### src/rtl/muldiv_pkg.sv
// muldiv_pkg: shared op/state encodings and conditional negate helper
// used by the iterative multiply/divide unit.
package muldiv_pkg;

  typedef enum logic [1:0] {
    OP_MULTU = 2'b00,
    OP_MULT  = 2'b01,
    OP_DIVU  = 2'b10,
    OP_DIV   = 2'b11
  } op_e;

  typedef enum logic [1:0] {
    IDLE = 2'b00,
    CALC = 2'b01,
    DONE = 2'b10
  } state_e;

  // Wide enough for a 2*64-bit product; callers zero-extend
  // into it and truncate back with a size cast.
  localparam int MAX_W = 130;

  // Two's-complement negate when en=1. Serves as abs() when
  // en is the operand sign bit. Negation of the low n bits is
  // exact for any n, so it works for every WIDTH.
  function automatic logic [MAX_W-1:0] cond_neg(
    input logic [MAX_W-1:0] x,
    input logic             en
  );
    return en ? -x : x;
  endfunction

endpackage

### src/rtl/muldiv_if.sv
// muldiv_if: start/busy/ready bundle between EX stage and muldiv_unit.
// master drives start/op/cancel/a/b; slave returns busy/ready/hi/lo.
interface muldiv_if #(
  parameter int WIDTH = 32
);
  logic             start;
  logic [1:0]       op;
  logic             cancel;
  logic [WIDTH-1:0] a;
  logic [WIDTH-1:0] b;
  logic             busy;
  logic             ready;
  logic [WIDTH-1:0] hi;
  logic [WIDTH-1:0] lo;

  modport master (
    output start, op, cancel, a, b,
    input  busy, ready, hi, lo
  );

  modport slave (
    input  start, op, cancel, a, b,
    output busy, ready, hi, lo
  );
endinterface

### src/rtl/muldiv_iter_core.sv
// muldiv_iter_core: one radix-2 step; mode=0 shift-add multiply,
// mode=1 restoring divide. Ports: acc, operand, mode -> acc_next.
module muldiv_iter_core #(
  parameter int WIDTH = 32
) (
  input  logic [2*WIDTH:0]  acc,
  input  logic [WIDTH-1:0]  operand,
  input  logic              mode,
  output logic [2*WIDTH:0]  acc_next
);

  // Multiply layout: {carry, upper half, multiplier bits}.
  // Divide layout:   {partial remainder (W+1), quotient/dividend}.
  logic [WIDTH:0]   sum;
  logic [WIDTH+1:0] r;
  logic [WIDTH+1:0] diff;
  logic             ge;
  logic [WIDTH:0]   rem_new;

  always_comb begin
    sum = acc[2*WIDTH:WIDTH]
        + {1'b0, operand & {WIDTH{acc[0]}}};
    r = {acc[2*WIDTH:WIDTH], acc[WIDTH-1]};
    diff = r - {2'b00, operand};
    ge = ~diff[WIDTH+1];
    rem_new = ge ? diff[WIDTH:0] : r[WIDTH:0];
    if (mode)
      acc_next = {rem_new, acc[WIDTH-2:0], ge};
    else
      acc_next = {1'b0, sum, acc[WIDTH-1:1]};
  end

endmodule

### src/rtl/muldiv_unit.sv
// muldiv_unit: iterative MULT/MULTU/DIV/DIVU into {hi,lo}.
// Ports: clk, rst (sync, active-high), bus (muldiv_if.slave).
module muldiv_unit
  import muldiv_pkg::*;
#(
  parameter int WIDTH = 32
) (
  input  logic    clk,
  input  logic    rst,
  muldiv_if.slave bus
);

  localparam int CW = $clog2(WIDTH);
  localparam int AW = 2*WIDTH+1;

  state_e           state;
  logic [CW-1:0]    cnt;
  logic [AW-1:0]    acc;
  logic [AW-1:0]    acc_next;
  logic [WIDTH-1:0] opnd;
  logic             is_div;
  logic             neg_res;
  logic             neg_rem;
  logic             busy_q;
  logic             ready_q;
  logic [WIDTH-1:0] hi_q;
  logic [WIDTH-1:0] lo_q;

  logic             a_neg;
  logic             b_neg;
  logic             div_zero;
  logic [WIDTH-1:0] mag_a;
  logic [WIDTH-1:0] mag_b;
  logic [2*WIDTH-1:0] prod;
  logic [WIDTH-1:0] quo;
  logic [WIDTH-1:0] rem;

  assign bus.busy  = busy_q;
  assign bus.ready = ready_q;
  assign bus.hi    = hi_q;
  assign bus.lo    = lo_q;

  // op[0] = signed, op[1] = divide
  always_comb begin
    a_neg = bus.op[0] & bus.a[WIDTH-1];
    b_neg = bus.op[0] & bus.b[WIDTH-1];
    mag_a = WIDTH'(cond_neg(MAX_W'(bus.a), a_neg));
    mag_b = WIDTH'(cond_neg(MAX_W'(bus.b), b_neg));
    div_zero = bus.op[1] & (bus.b == '0);
  end

  muldiv_iter_core #(
    .WIDTH(WIDTH)
  ) u_core (
    .acc     (acc),
    .operand (opnd),
    .mode    (is_div),
    .acc_next(acc_next)
  );

  // Fix-up taken from the final step so hi/lo land on DONE entry.
  always_comb begin
    prod = (2*WIDTH)'(cond_neg(
      MAX_W'(acc_next[2*WIDTH-1:0]), neg_res));
    quo = WIDTH'(cond_neg(
      MAX_W'(acc_next[WIDTH-1:0]), neg_res));
    rem = WIDTH'(cond_neg(
      MAX_W'(acc_next[2*WIDTH:WIDTH]), neg_rem));
  end

  always_ff @(posedge clk) begin
    if (rst) begin
      state   <= IDLE;
      cnt     <= '0;
      acc     <= '0;
      opnd    <= '0;
      is_div  <= 1'b0;
      neg_res <= 1'b0;
      neg_rem <= 1'b0;
      busy_q  <= 1'b0;
      ready_q <= 1'b0;
      hi_q    <= '0;
      lo_q    <= '0;
    end else if (bus.cancel) begin
      state   <= IDLE;
      busy_q  <= 1'b0;
      ready_q <= 1'b0;
    end else begin
      unique case (state)
        IDLE: begin
          if (bus.start) begin
            if (div_zero) begin
              state   <= DONE;
              ready_q <= 1'b1;
              hi_q    <= bus.a;
              lo_q    <= '1;
            end else begin
              state   <= CALC;
              busy_q  <= 1'b1;
              cnt     <= CW'(WIDTH-1);
              is_div  <= bus.op[1];
              neg_res <= a_neg ^ b_neg;
              neg_rem <= a_neg;
              opnd    <= bus.op[1] ? mag_b : mag_a;
              acc     <= {{(WIDTH+1){1'b0}},
                          bus.op[1] ? mag_a : mag_b};
            end
          end
        end
        CALC: begin
          acc <= acc_next;
          if (cnt == '0) begin
            state   <= DONE;
            busy_q  <= 1'b0;
            ready_q <= 1'b1;
            hi_q    <= is_div ? rem : prod[2*WIDTH-1:WIDTH];
            lo_q    <= is_div ? quo : prod[WIDTH-1:0];
          end else begin
            cnt <= cnt - CW'(1);
          end
        end
        DONE: begin
          state   <= IDLE;
          ready_q <= 1'b0;
        end
        default: begin
          state   <= IDLE;
          busy_q  <= 1'b0;
          ready_q <= 1'b0;
        end
      endcase
    end
  end

endmodule
### src/flat_wrapper.sv
// flat-port wrapper written by rule: the top's interface ports become plain ports
module muldiv_unit_flat import muldiv_pkg::*;
#(
  parameter int WIDTH = 32
)
  (clk, rst, bus_start, bus_op, bus_cancel, bus_a, bus_b, bus_busy, bus_ready, bus_hi, bus_lo);
  muldiv_if #(.WIDTH(WIDTH)) bus_i ();
  input  logic clk;
  input  logic rst;
  input wire logic [$bits(bus_i.start)-1:0] bus_start;
  input wire logic [$bits(bus_i.op)-1:0] bus_op;
  input wire logic [$bits(bus_i.cancel)-1:0] bus_cancel;
  input wire logic [$bits(bus_i.a)-1:0] bus_a;
  input wire logic [$bits(bus_i.b)-1:0] bus_b;
  output wire logic [$bits(bus_i.busy)-1:0] bus_busy;
  output wire logic [$bits(bus_i.ready)-1:0] bus_ready;
  output wire logic [$bits(bus_i.hi)-1:0] bus_hi;
  output wire logic [$bits(bus_i.lo)-1:0] bus_lo;
  assign bus_i.start = bus_start;
  assign bus_i.op = bus_op;
  assign bus_i.cancel = bus_cancel;
  assign bus_i.a = bus_a;
  assign bus_i.b = bus_b;
  assign bus_busy = bus_i.busy;
  assign bus_ready = bus_i.ready;
  assign bus_hi = bus_i.hi;
  assign bus_lo = bus_i.lo;
  muldiv_unit #(.WIDTH(WIDTH)) u_core (.clk(clk), .rst(rst), .bus(bus_i));
endmodule
### config.mk
export PLATFORM = sky130hd
export DESIGN_NAME = muldiv_unit_flat
export DESIGN_NICKNAME = d
export VERILOG_FILES = /design/src/rtl/muldiv_pkg.sv /design/src/rtl/muldiv_if.sv /design/src/rtl/muldiv_iter_core.sv /design/src/rtl/muldiv_unit.sv /design/src/flat_wrapper.sv
export SDC_FILE = /design/constraint.sdc
export NUM_CORES = 1
export LEC_CHECK = 0
export ABC_AREA = 1
export CAP_MARGIN = 20
export CORE_MARGIN = 5
export CORE_UTILIZATION = 45
export CTS_CLUSTER_DIAMETER = 40
export DETAILED_ROUTE_END_ITERATION = 12
export GPL_TIMING_DRIVEN = 0
export HOLD_SLACK_MARGIN = 0.03
export PLACE_DENSITY = 0.67
export SKIP_CTS_REPAIR_TIMING = 1
export SYNTH_ARGS = -nofsm -noshare
export SYNTH_HDL_FRONTEND = slang
export SYNTH_SLANG_ARGS = --single-unit
### constraint.sdc
create_clock -name clk -period 4.1 [get_ports clk]
set_clock_uncertainty 0.2 [all_clocks]
set_input_delay 0.41 -clock clk [delete_from_list [all_inputs] [get_ports clk]]
set_output_delay 0.41 -clock clk [all_outputs]
set_load 0.01 [all_outputs]
==> run metrics <==
top cells by area, synth=dfxtp_1 (20%), nand2_1 (18%), inv_1 (8.5%); Max-slew headroom=0.191; drt drc=0; worst-skew pair later-pin latency=between 0.4 and 0.5 ns; Syn Area/Cell=5.82 µm²; Diodes inserted=0; slowest stage delay, CP=between 0.4 and 0.5 ns; grt total ovfl=0; die width=around 200 µm; R2R setup slack=-0.83 ns; Slowest-stage cell, CP=dfxtp_2; Crit path max-delay family=simple AND/OR/NAND/NOR gates; WL/cell=between 20 and 25 µm; Worst EP required=roughly 4.3 ns; crit path DAT=just over 5 ns; number of port buffers=~140; Synth Register Bits=roughly 170; Total Die Area=~42,000 µm²; Mapped Area=~17,000 µm²; Mapped Cells=just under 3k; maxcap violations=0; Period minus WS final=4.93 ns; # setup viols final=25; final setup margin=-0.827 ns; Netlist cell types=~60; WL met1=approximately 32,000 µm; CTS Buf Count=17; critical path depth=32; Synth-to-Final Area Change=25.5%; Yosys top cell area share=0.204; GPL Wtd Cong=around 1.1; Max Buffers Root-to-Sink=2; Design Power=0.00580 W; Seq/Total Area, Yosys=0.204; FMAX=around 0.20 GHz; clk sinks=between 150 and 200; row cnt=a little over 70; initial drt markers=~2.1k; number of global-route vias before repair=~20k; Hold Startpoint=u_core.bus.ready$_SDFFE_PP0P_; Reg clk slew, reported paths=around 0.080 ns; WP buf/inv=2; RSZ-0062 raised after global routing=true; Antenna Violating Nets Remaining=0; Post-synth ARST share=0; period utilization=1.20; DRT Pass-1 Iters=6; Crit Path Max Fanout=4; PD cells=272 nW/µm²; failing checks=negative setup slack; DPL Wire Length=between 60,000 and 70,000 µm; largest net degree at the start of global routing=20; Setup Crit Path Kind=flip-flop to flip-flop; Startpoint Class=flip-flop; Peak VDD IR=between 300 and 400 µV; WL final=between 80,000 and 90,000 µm; DIE HEIGHT=around 200 µm; worst hold path type=flip-flop to flip-flop; I/O Pins=between 100 and 150; EDFF count, synth=0; worst hold path depth=2; Top Layer Used=met4; H-tree Lvls=4; Top FF cell, synth=dfxtp_1; Final Util=0.569; core area=37,500 µm²; clock root cell=clkbuf_16; Slew Limit Fails=0; share of cells above drive strength 1=0.149; Placed Area=19,000 µm²; number of vias per cell=between 5 and 6; Reg2Reg Depth=32; final hold slack=between 0.2 and 0.3 ns; initial antenna violation count=0; hold endpoint=u_core.bus.ready$_SDFFE_PP0P_; metal3 WL=between 7000 and 8000 µm; Reg2Reg Capture Point=u_core.bus.hi[20]$_SDFFE_PP0P_; Critical Path End Type=flip-flop; first-pass GRT wire length=around 120,000 µm; reg-to-reg startpoint=u_core.acc[37]$_SDFFE_PP0P_; synth warn=0; final hold vios=0; initial core utilization=0.454; area leader, netlist=dfxtp_1; Top cell by count, worst path=nand2_4; clock tree from TritonCTS=done; Fillers=a little under 4k; via count=21.3k; All-Layer GR Usage=0.376; Post-Syn Nets=3,063; Worst Tran Pin Value=about 1.2 ns; leak pwr=about 10 nW; Nets=~3.3k; metal2 WL=37,600 µm; outcome=finished with violations; fin area=approximately 21,000 µm²
==> cell usage after synthesis, types with 4 or more instances <==
library cell	number
o21ai_0	192
o211ai_1	27
or2_2	7
xor2_1	64
nand3b_1	18
nand3_1	151
a31oi_1	26
buf_6	4
inv_2	4
nand4_1	29
a21oi_2	8
a211oi_1	9
nand2_2	24
xnor2_1	37
ha_1	70
o21ai_1	26
o21a_1	4
buf_2	30
a22oi_1	12
nand2_4	8
a21o_1	5
nand3_2	13
inv_1	384
clkbuf_1	68
nor3_1	34
buf_1	8
nand2_1	817
dfxtp_1	173
nor2_2	21
a21oi_1	254
nor4_1	7
o221ai_1	18
o221a_2	4
nor2_1	301
nor2_4	6
o21bai_1	13
==> metal layers <==
metal	vias up	global-route usage
li1	9948	-
met1	9890	0.461
met2	1159	0.610
met3	274	0.0544
met4	0	0.256
met5	-	0
==> report_power, final <==
group,switching [W],internal [W],leakage (nW)
combinational,0.00148,0.000717,8.08
sequential,0.0000813,0.00176,1.43
clock,0.000879,0.000882,0.295
==> cells in the final DEF (no fill, tap or decap), types with 8 or more instances in the layout <==
cell type | Yosys | final
o21bai_1 | 13 | 13
o21ai_1 | 26 | 34
nand2_1 | 817 | 769
nor2_1 | 301 | 276
dfxtp_4 | 0 | 21
buf_4 | 2 | 59
o21ai_0 | 192 | 174
nand3_2 | 13 | 27
inv_2 | 4 | 15
buf_1 | 8 | 8
nand2_4 | 8 | 16
a211oi_1 | 9 | 8
o211ai_1 | 27 | 27
nand3b_1 | 18 | 18
dfxtp_2 | 0 | 26
nand3_1 | 151 | 133
o21ai_2 | 1 | 10
o221ai_1 | 18 | 18
a21oi_1 | 254 | 234
a21oi_2 | 8 | 22
xnor2_1 | 37 | 35
a31oi_1 | 26 | 26
clkbuf_1 | 68 | 59
nor2_2 | 21 | 30
xor2_1 | 64 | 64
ha_1 | 70 | 38
nor2_4 | 6 | 22
clkbuf_16 | 0 | 17
clkdlybuf4s50_1 | 0 | 135
nor3_1 | 34 | 30
a22oi_1 | 12 | 12
inv_1 | 384 | 370
dfxtp_1 | 173 | 126
nand4_1 | 29 | 29
buf_2 | 30 | 30
ha_4 | 0 | 30
nand2_2 | 24 | 63
==> cell type report <==
type                       instances  area [µm²]  share of cell area
multi-input combinational       2243       12700               0.593
sequential                       173        3570               0.167
buffer                           113         558              0.0261
clock buffer                      17         425              0.0199
tap                              511         639              0.0300
timing repair buffer             194        1810              0.0850
inverter                         391        1480              0.0692
clock inverter                    15         190             0.00891
==> registers in the layout (all words and copies together), names as in the netlist <==
| signal | flops |
|---|---|
| u_core.acc | 65 |
| u_core.bus.busy | 1 |
| u_core.bus.hi | 32 |
| u_core.bus.lo | 32 |
| u_core.bus.ready | 1 |
| u_core.cnt | 5 |
| u_core.is_div | 1 |
| u_core.neg_rem | 1 |
| u_core.neg_res | 1 |
| u_core.opnd | 32 |
| u_core.state | 2 |
==> cell families after synthesis <==
| group | synth area share |
|---|---|
| xor gates and xnor gates | 0.0520 |
| DFF | 0.204 |
| and+or+nand+nor | 0.364 |
| muxes | 0.00177 |
| adders and majority gates | 0.0539 |
| AOI/OAI and AO/OA | 0.207 |
| buffers and inverters | 0.118 |
==> how the worst max path moves through the flow <==
| stage | start | to | slack [ns] |
|---|---|---|---|
| after floorplan | u_core.opnd[8]$_SDFFE_PP0P_ | u_core.bus.hi[20]$_SDFFE_PP0P_ | 0.01 |
| after global placement | u_core.opnd[26]$_SDFFE_PP0P_ | u_core.bus.hi[30]$_SDFFE_PP0P_ | -1.59 |
| after detailed placement | u_core.opnd[26]$_SDFFE_PP0P_ | u_core.bus.hi[30]$_SDFFE_PP0P_ | -1.60 |
| after CTS | u_core.opnd[26]$_SDFFE_PP0P_ | u_core.bus.hi[30]$_SDFFE_PP0P_ | -1.64 |
| after global routing | u_core.acc[37]$_SDFFE_PP0P_ | u_core.bus.hi[20]$_SDFFE_PP0P_ | -0.98 |
| final | u_core.acc[37]$_SDFFE_PP0P_ | u_core.bus.hi[20]$_SDFFE_PP0P_ | -0.83 |
==> worst min-delay path, stage by stage (launching register included) <==
cell and delay, ns:
dfxtp_1 0.32, inv_1 0.05, a21oi_1 0.05
==> through the flow <==
step / TNS (ns) / worst slack, ns / cells
after floorplan: 0 / 0.0114 / 2921
after global placement: -87.33 / -1.59 / 3567
after detailed placement: -105.82 / -1.60 / 3570
after CTS: -47.33 / -1.64 / 3602
after global routing: -17.90 / -0.975 / 3657
final: -12.11 / -0.827 / 3657
Note: power is estimated with default switching activity, not from simulation.
